$ cat src/rtl/mem_port_arbiter.sv
// Shares one variable-latency memory port between instruction fetch and load/store.
// Data normally wins; fetch is forced through after STARVE_MAX back-to-back data grants.
module mem_port_arbiter #(
   parameter int ADDR_W     = 32,
   parameter int DATA_W     = 32,
   parameter int STARVE_MAX = 4,
   parameter int TIMEOUT    = 64
) (
   input  logic              clk_i,
   input  logic              rst_i,
   input  logic              if_req_i,
   input  logic [ADDR_W-1:0] if_addr_i,
   output logic [DATA_W-1:0] if_rdata_o,
   output logic              if_ack_o,
   input  logic              d_req_i,
   input  logic              d_we_i,
   input  logic [ADDR_W-1:0] d_addr_i,
   input  logic [DATA_W-1:0] d_wdata_i,
   output logic [DATA_W-1:0] d_rdata_o,
   output logic              d_ack_o,
   output logic              m_req_o,
   output logic              m_we_o,
   output logic [ADDR_W-1:0] m_addr_o,
   output logic [DATA_W-1:0] m_wdata_o,
   input  logic [DATA_W-1:0] m_rdata_i,
   input  logic              m_ack_i,
   output logic              stall_o,
   output logic              err_o
);

   localparam int SW = $clog2(STARVE_MAX + 1);
   localparam int TW = $clog2(TIMEOUT + 1);
   localparam logic [SW-1:0] S_MAX = SW'(STARVE_MAX);
   localparam logic [TW-1:0] T_END = TW'(TIMEOUT - 1);

   typedef enum logic [1:0] {IDLE, BUSY, RESP} state_t;

   state_t            state;
   logic              own_d;
   logic [SW-1:0]     starve_cnt;
   logic [TW-1:0]     to_cnt;
   logic              fetch_win;
   logic              done;
   logic [DATA_W-1:0] resp_data;

   assign fetch_win = if_req_i & (~d_req_i | (starve_cnt == S_MAX));
   assign done      = m_ack_i | (to_cnt == T_END);
   // stores and timed-out accesses return zero
   assign resp_data = (m_ack_i & ~m_we_o) ? m_rdata_i : '0;
   assign stall_o   = (if_req_i & ~if_ack_o) | (d_req_i & ~d_ack_o);

   always_ff @(posedge clk_i) begin
      if (rst_i) begin
         state      <= IDLE;
         own_d      <= 1'b0;
         starve_cnt <= '0;
         to_cnt     <= '0;
         err_o      <= 1'b0;
         if_ack_o   <= 1'b0;
         d_ack_o    <= 1'b0;
         if_rdata_o <= '0;
         d_rdata_o  <= '0;
         m_req_o    <= 1'b0;
         m_we_o     <= 1'b0;
         m_addr_o   <= '0;
         m_wdata_o  <= '0;
      end else begin
         unique case (state)
            IDLE: begin
               if (if_req_i | d_req_i) begin
                  state   <= BUSY;
                  m_req_o <= 1'b1;
                  to_cnt  <= '0;
                  if (fetch_win) begin
                     own_d      <= 1'b0;
                     m_we_o     <= 1'b0;
                     m_addr_o   <= if_addr_i;
                     m_wdata_o  <= '0;
                     starve_cnt <= '0;
                  end else begin
                     own_d     <= 1'b1;
                     m_we_o    <= d_we_i;
                     m_addr_o  <= d_addr_i;
                     m_wdata_o <= d_wdata_i;
                     if (if_req_i && starve_cnt != S_MAX)
                        starve_cnt <= starve_cnt + 1'b1;
                  end
               end
            end
            BUSY: begin
               if (done) begin
                  state     <= RESP;
                  m_req_o   <= 1'b0;
                  m_we_o    <= 1'b0;
                  m_addr_o  <= '0;
                  m_wdata_o <= '0;
                  to_cnt    <= '0;
                  if (!m_ack_i)
                     err_o <= 1'b1;
                  if (own_d) begin
                     d_ack_o   <= 1'b1;
                     d_rdata_o <= resp_data;
                  end else begin
                     if_ack_o   <= 1'b1;
                     if_rdata_o <= resp_data;
                  end
               end else begin
                  to_cnt <= to_cnt + 1'b1;
               end
            end
            RESP: begin
               state      <= IDLE;
               if_ack_o   <= 1'b0;
               d_ack_o    <= 1'b0;
               if_rdata_o <= '0;
               d_rdata_o  <= '0;
            end
            default: state <= IDLE;
         endcase
      end
   end

endmodule

$ cat config.mk
export PLATFORM = sky130hd
export DESIGN_NAME = mem_port_arbiter
export DESIGN_NICKNAME = d
export VERILOG_FILES = /design/src/rtl/mem_port_arbiter.sv
export SDC_FILE = /design/constraint.sdc
export NUM_CORES = 1
export LEC_CHECK = 0
export CAP_MARGIN = 0
export CELL_PAD_IN_SITES_DETAIL_PLACEMENT = 1
export CELL_PAD_IN_SITES_GLOBAL_PLACEMENT = 2
export CORE_UTILIZATION = 25
export CTS_CLUSTER_DIAMETER = 30
export DETAILED_ROUTE_END_ITERATION = 8
export PLACE_DENSITY_LB_ADDON = 0.1
export SYNTH_ARGS = -nofsm -noshare
export SYNTH_HDL_FRONTEND = slang
export SYNTH_SLANG_ARGS = --single-unit
$ cat constraint.sdc
create_clock -name clk_i -period 4.2 [get_ports clk_i]
set_input_delay 1.05 -clock clk_i [delete_from_list [all_inputs] [get_ports clk_i]]
set_output_delay 1.05 -clock clk_i [all_outputs]
set_load 0.05 [all_outputs]
# == Yosys cells after proc, flatten, opt, wreduce, memory -nomap -nowiden ==
# Index checks and enable logic that the tools add are counted.
# Widths: inputs -> output; s select.
# word_totals
reg_bits,146
output_inout_bits,134
word_cells,85
# classes
addsub,2
n_eq_ne,9
muxes,35
bitwise_logic,13
reduce_logical,13
# op_table
operator,n
$mux 32,10
$pmux 32 s2,4
$reduce_and 3->1,5
$mux 7,2
$pmux 7 s2,1
$mux 1,9
$ne 2x2->1 const B,4
$pmux 1 s2,4
$add 7x1->7 const B,1
$eq 7x6->1 const B,1
$mux 3,2
$reduce_and 2->1,3
$reduce_bool 2->1,3
$not 1->1,5
$and 1x1->1,4
$mux 2,2
$or 1x1->1,4
$pmux 2 s2,1
$add 3x1->3 const B,1
$eq 3x3->1 const B,1
$ne 3x3->1 const B,1
$eq 2x1->1 const B,1
$eq 2x2->1 const B,1
$logic_not 2->1,1
$logic_and 1x1->1,1

# == Longest topological paths before layout ==
# Gate-level depths: netlist (run 1).
# depth
word_depth,6
ltp_mapped,8

# == Worst setup path after synthesis (run 1) ==
# OpenSTA, ideal clock, no wires.
# synth_timing
kind,input to output
startpoint,in if_req_i
endpoint,out stall_o
t_arrival_ns,1.847
setup_slack_ns,1.303
cell_stages,2
path_buffers,0
cell_sequence,inv_1 o22ai_1
# synth_via
elab_chain_cells,2
# synth_rtl
element,line,text
from (decl),11,"input logic if_req_i,"
$and 1x1->1,50,assign stall_o = (if_req_i & ~if_ack_o) | (d_req_i & ~d_ack_o);
$or 1x1->1,50,
to (decl),27,"output logic stall_o,"
# No other way between the ends.

# == Worst setup path after layout (run 1) ==
# Same ends and word-level chain as after synthesis.

==> results of run 1 <==
cells by family (layout without fill, tap and decap cells):
kind of cell,Yosys count,in the layout,synth area share
multiplexers,34,34,0.0668
adder cells (fa/ha/maj),3,3,0.00737
flip-flops,146,146,0.574
buffers and inverters,41,318,0.0410
XOR/XNOR,2,2,0.00344
AND/OR/NAND/NOR,42,42,0.0457
AO/OA/AOI/OAI,155,155,0.261
power breakdown:
part           switching, mW  total, mW  internal [mW]
registers             0.0472       1.51           1.46
logic                  0.423      0.720          0.297
clock network          0.617       1.58          0.963
total                   1.09       3.81           2.72
critical path, stage by stage:
cell and delay [ns]:
clkdlybuf4s50_1 0.63, inv_1 0.08, o22ai_1 0.14, buf_4 0.23
layout make-up:
type                    count  area [um2]  area share
repair buffers            278        2750       0.318
multi-input cells         236        2000       0.231
clock inverters            13         175      0.0202
flip-flops and latches    146        2920       0.338
inverters                   8        30.0     0.00347
clock buffers              19         443      0.0512
well taps                 265         332      0.0383
worst max-delay path by stage:
stage,end,startpoint,cells after the start,slack [ns]
after floorplan,stall_o,if_req_i,2,1.30
after global placement,m_wdata_o[0],if_req_i,6,0.88
after detailed placement,m_addr_o[16],if_req_i,6,0.78
after CTS,stall_o,if_req_i,4,1.0
after global routing,stall_o,if_req_i,4,0.98
final,stall_o,if_req_i,4,1.01
per-layer routing:
layer	part of all wire	up-vias	GRT usage	wire [um]
li1	-	2139	-	-
met1	0.41	2138	0.175	6870
met2	0.49	162	0.276	8210
met3	0.098	10	0.0704	1650
met4	0.0092	0	0.0499	155
met5	0	-	0	0
synthesized netlist by cell type (2+ instances only):
cell / instances / area [um2]
xor2_1: 2 / 17.5
nor2_1: 15 / 56.3
nand3_1: 3 / 15.0
clkbuf_1: 12 / 45.0
a21o_1: 2 / 15.0
mux2i_1: 34 / 340
nand2b_1: 3 / 18.8
buf_6: 3 / 33.8
a31oi_1: 2 / 12.5
a31oi_2: 2 / 25.0
dfxtp_1: 146 / 2920
nor4_2: 2 / 25.0
o22ai_1: 2 / 12.5
and2_1: 2 / 12.5
inv_1: 7 / 26.3
ha_1: 3 / 37.5
a22oi_1: 2 / 15.0
o21ai_0: 2 / 10.0
nand2_1: 3 / 11.3
o2bb2ai_1: 32 / 280
nor3_1: 4 / 20.0
a22o_1: 99 / 867
buf_2: 14 / 70.1
buf_4: 4 / 30.0
or3b_1: 2 / 17.5
a21oi_1: 5 / 25.0
flip-flops by register name (all words and copies together), names as in the netlist:
name and flops:
d_ack_o 1, d_rdata_o 32, err_o 1, if_ack_o 1, if_rdata_o 32, m_addr_o 32, m_req_o 1, m_wdata_o 32
m_we_o 1, own_d 1, starve_cnt 3, state 2, to_cnt 7
metrics by stage:
stage / hold WS (ns) / power, mW
4_1_cts: 0.469 / 3.87
3_3_place_gp: 0.445 / 2.25
5_1_grt: 0.474 / 3.96
2_1_floorplan: 0.445 / 1.93
3_5_place_dp: 0.449 / 2.26
6_report: 0.465 / 3.81
==> reports/metrics.yaml, run 1 <==
fmax_mhz: 314
cts_tree: "yes"
clock_path_buffers: 2
area_growth_pct: 70.0
clock_latency_ns: 0.42
hpwl_um: 12200
layout_common_cells: "266 x clkdlybuf4s50_1, 146 x dfxtp_1, 99 x a22o_1"
final_util: 0.439
cts_sinks: 146
vdd_drop_max_mv: 0.220
end_kind: "output pin"
cts-htree-levels: 4
finalCriticalPeriod_ns: 3.19
synth_area_um2: 5090
async_flop_share: 0
p_leak_nw: 3.41
grt_max_degree: 34
r2r-end: "m_addr_o[16]"
worstReg2RegStart: "to_cnt[0]"
nFillCells: 2083
relSlewSlack: 0.607
ctsResizeCount: 0
vias_per_cell: 4.61
gr-total-overflow: 0
diodes: 0
fp.dieW_um: 145
grt_usage: 0.160
die_y_um: 145
core-area_um2: 19700
pin_count: 268
status: "finished clean"
synth_cell_type_count: 42
dp_cells: 933
final_common_cell: "clkdlybuf4s50_1"
post_drt_wl_per_cell_um: 17.5
grt_antenna_before_repair: 0
slew_viol_final: 0
wirelength_um: 16900
start_util: 0.258
r2r_slack_ns: 1.87
clk_pin_slew_ns: 0.06
maxCapViolations: 0
synth_edf_count: 0
cellPowerDensity_nw_per_um2: 440
clockRootBuffer: "clkbuf_16"
numCtsBuffers: 17
worst_slack_ns: 1.01
synthCells: 423
yosys_warnings: 0
grt_pass1_vias: 4795
dp_slack_ns: 0.784
avgSynthCellArea_um2: 12.0
vias: 4449
skew_ns: 0.0120
rsz0062_at_grt: "no"
required_ns: 3.15
tns_ns: 0
cts_setup_buffers: 0
die_area_um2: 20900
synth-main-ff-cell: "dfxtp_1"
fin_crit_sh: 0.759
place_area_um2: 8040
whs_path_depth: 2
worstMarginPinSlew_ns: 0.590
drc: 0
rows: 51
final_area_um2: 8650
ant_nets: 0
finalSetupViolations: 0
hold_start: "m_req_o"
cp-start-kind: "primary input"
drtPass1Iterations: 4
nets: 824
postCtsHoldBufs: 0
critPathMaxFanout: 6
synth_nets: 560
io_buffer_count: 267
holdPathEnd: "m_req_o"
drt_iter0_markers: 154
holdCritPathClass: "reg2reg"
final_cell_count_no_fill: 965
critPathArrivalTime_ns: 2.14
finalHoldViolCount: 0
globalplace.congestion: 0.760
seq_area_frac_synth: 0.574
worstSetupPathType: "in2out"
grt_pass1_wl_um: 25400
synth_seq_cells: 146
r2r_cells: 6
drive_above_1_share: 0.0757
(Power assumes the default switching activity.)
==> run 2, diff against run 1 <==
--- a/config.mk
+++ b/config.mk
@@ -8,7 +8,7 @@
 export CAP_MARGIN = 0
 export CELL_PAD_IN_SITES_DETAIL_PLACEMENT = 1
 export CELL_PAD_IN_SITES_GLOBAL_PLACEMENT = 2
-export CORE_UTILIZATION = 25
+export CORE_UTILIZATION = 23
 export CTS_CLUSTER_DIAMETER = 30
 export DETAILED_ROUTE_END_ITERATION = 8
 export PLACE_DENSITY_LB_ADDON = 0.1
==> constraint.sdc (replaced) <==
create_clock -name clk_i -period 3.01 [get_ports clk_i]
set_input_delay 0.7525 -clock clk_i [delete_from_list [all_inputs] [get_ports clk_i]]
set_output_delay 0.7525 -clock clk_i [all_outputs]
set_load 0.05 [all_outputs]
==> reports/metrics.yaml, run 2 (synthesized netlist as in run 1, its figures left out) <==
vdd_drop_max_mv: 0.275  # was 0.220 mV
final_area_um2: 8670  # was 8650 um2
diodes: 0  # unchanged
nFillCells: 2330  # was 2,083
worstMarginPinSlew_ns: 0.552  # was 0.590 ns
cts_tree: "yes"  # unchanged
drt_iter0_markers: 178  # was 154
skew_ns: 0.00983  # was 0.0120 ns
final_common_cell: "clkdlybuf4s50_1"  # unchanged
critPathMaxFanout: 6  # unchanged
nets: 823  # was 824
whs_ns: 0.458  # was 0.465 ns
finalHoldViolCount: 0  # unchanged
tns_ns: 0  # unchanged
sw_frac_of_total: 0.291  # was 0.286
p_total_mw: 5.24  # was 3.81 mW
postCtsHoldBufs: 0  # unchanged
grt_pass1_wl_um: 25800  # was 25,400 um
dp_cells: 947  # was 933
fmax_mhz: 372
maxCapViolations: 0  # unchanged
worstSetupPathType: "in2out"  # unchanged
post_drt_wl_per_cell_um: 17.0  # was 17.5 um
grt_max_degree: 68  # was 34
finalSetupViolations: 0  # unchanged
r2r_slack_ns: 1.09  # was 1.87 ns
drtPass1Iterations: 4  # unchanged
holdPathEnd: "m_addr_o[9]"  # was m_req_o
cts_setup_buffers: 0  # unchanged
finalCriticalPeriod_ns: 2.69
start_util: 0.234  # was 0.258
r2r-end: "d_rdata_o[3]"  # was m_addr_o[16]
multi_input_area_um2: 1980  # was 2000 um2
core-area_um2: 21800  # was 19,700 um2
power.net_switching_mw: 1.52  # was 1.09 mW
r2r_cells: 6  # unchanged
cts-htree-levels: 4  # unchanged
dp_slack_ns: 0.293  # was 0.784 ns
hpwl_um: 11900  # was 12,200 um
wirelength_um: 16700  # was 16,900 um
grt_usage: 0.148  # was 0.160
ctsResizeCount: 0  # unchanged
clock_latency_ns: 0.42  # about the same
hold_start: "m_addr_o[9]"  # was m_req_o
cp-start-kind: "primary input"  # unchanged
drive_above_1_share: 0.0744  # was 0.0757
final_util: 0.399  # was 0.439
slew_viol_final: 0  # unchanged
worstReg2RegStart: "to_cnt[0]"  # unchanged
io_buffer_count: 267  # unchanged
vias: 4513  # was 4,449
cts_sinks: 146  # unchanged
final_cell_count_no_fill: 979  # was 965
numCtsBuffers: 17  # unchanged
holdCritPathClass: "reg2reg"  # unchanged
drc: 0  # unchanged
relSlewSlack: 0.631  # was 0.607
grt_pass1_vias: 4894  # was 4,795
die_y_um: 151  # was 145 um
pin_count: 268  # unchanged
clockRootBuffer: "clkbuf_16"  # unchanged
area_growth_pct: 70.4  # was 70.0%
clock_path_buffers: 2  # unchanged
whs_path_depth: 1  # was 2
comb_power_share: 0.193  # was 0.189
globalplace.congestion: 0.740  # was 0.760
internal-power_mw: 3.72  # was 2.72 mW
required_ns: 2.26  # was 3.15 ns
fp.dieW_um: 151  # was 145 um
grt_antenna_before_repair: 0  # unchanged
die_area_um2: 22700  # was 20,900 um2
vias_per_cell: 4.61  # about the same
seq_power_share: 0.401  # was 0.396
end_kind: "output pin"  # unchanged
worst_slack_ns: 0.320  # was 1.01 ns
place_area_um2: 8080  # was 8040 um2
layout_common_cells: "266 x clkdlybuf4s50_1, 146 x dfxtp_1, 99 x a22o_1"  # unchanged
ant_nets: 0  # unchanged
cellPowerDensity_nw_per_um2: 604  # was 440 nW/um2
rows: 54  # was 51
gr-total-overflow: 0  # unchanged
status: "finished clean"  # unchanged
regArea_um2: 2920  # unchanged
p_leak_nw: 3.40  # was 3.41 nW
critPathArrivalTime_ns: 1.94  # was 2.14 ns
fin_crit_sh: 0.894
clk_pin_slew_ns: 0.05  # was 0.06 ns
clkPwrFrac: 0.407  # was 0.415
rsz0062_at_grt: "no"  # unchanged
-- run 2: cell count changes in the layout (fill, tap and decap cells not counted) --
cell and delta:
clkinvlp_4 +2, clkinv_4 -1, bufinv_16 -1, a31oi_4 -2, a31oi_2 +2, buf_4 -5, buf_12 +4
-- run 2: power groups by stage --
stage               registers [mW]  clock network (mW)  logic (mW)
finish                        2.10                2.13        1.01
global route                  2.11                2.31        1.06
CTS                           2.10                2.21        1.02
detailed placement            2.14                   0        1.02
global placement              2.14                   0        1.01
floorplan                     2.47                   0       0.227
-- run 2: critical path, cell delays in order --
cell and delay [ns]:
clkdlybuf4s50_1 0.65, inv_1 0.08, o22ai_1 0.27, buf_12 0.18
-- run 2: layer usage --
layer | routed length [um] | GRT usage
met1 | 7070 | 0.175
met2 | 7830 | 0.238
met3 | 1580 | 0.0627
met4 | 200 | 0.0510
met5 | 0 | 0
-- run 2: cell type report --
class                           instances  share of cell area
Tap cell                              280              0.0404
Inverter                                8             0.00346
Clock buffer                           19              0.0511
Clock inverter                         13              0.0175
Multi-Input combinational cell        236               0.228
Timing Repair Buffer                  277               0.322
Sequential cell                       146               0.337
-- run 2: worst max-delay path by stage --
stage,slack [ns],start,endpoint
2_1_floorplan,0.71,if_req_i,stall_o
3_3_place_gp,0.34,if_req_i,stall_o
3_5_place_dp,0.29,if_req_i,stall_o
4_1_cts,0.29,if_req_i,stall_o
5_1_grt,0.21,if_req_i,stall_o
6_report,0.32,if_req_i,stall_o
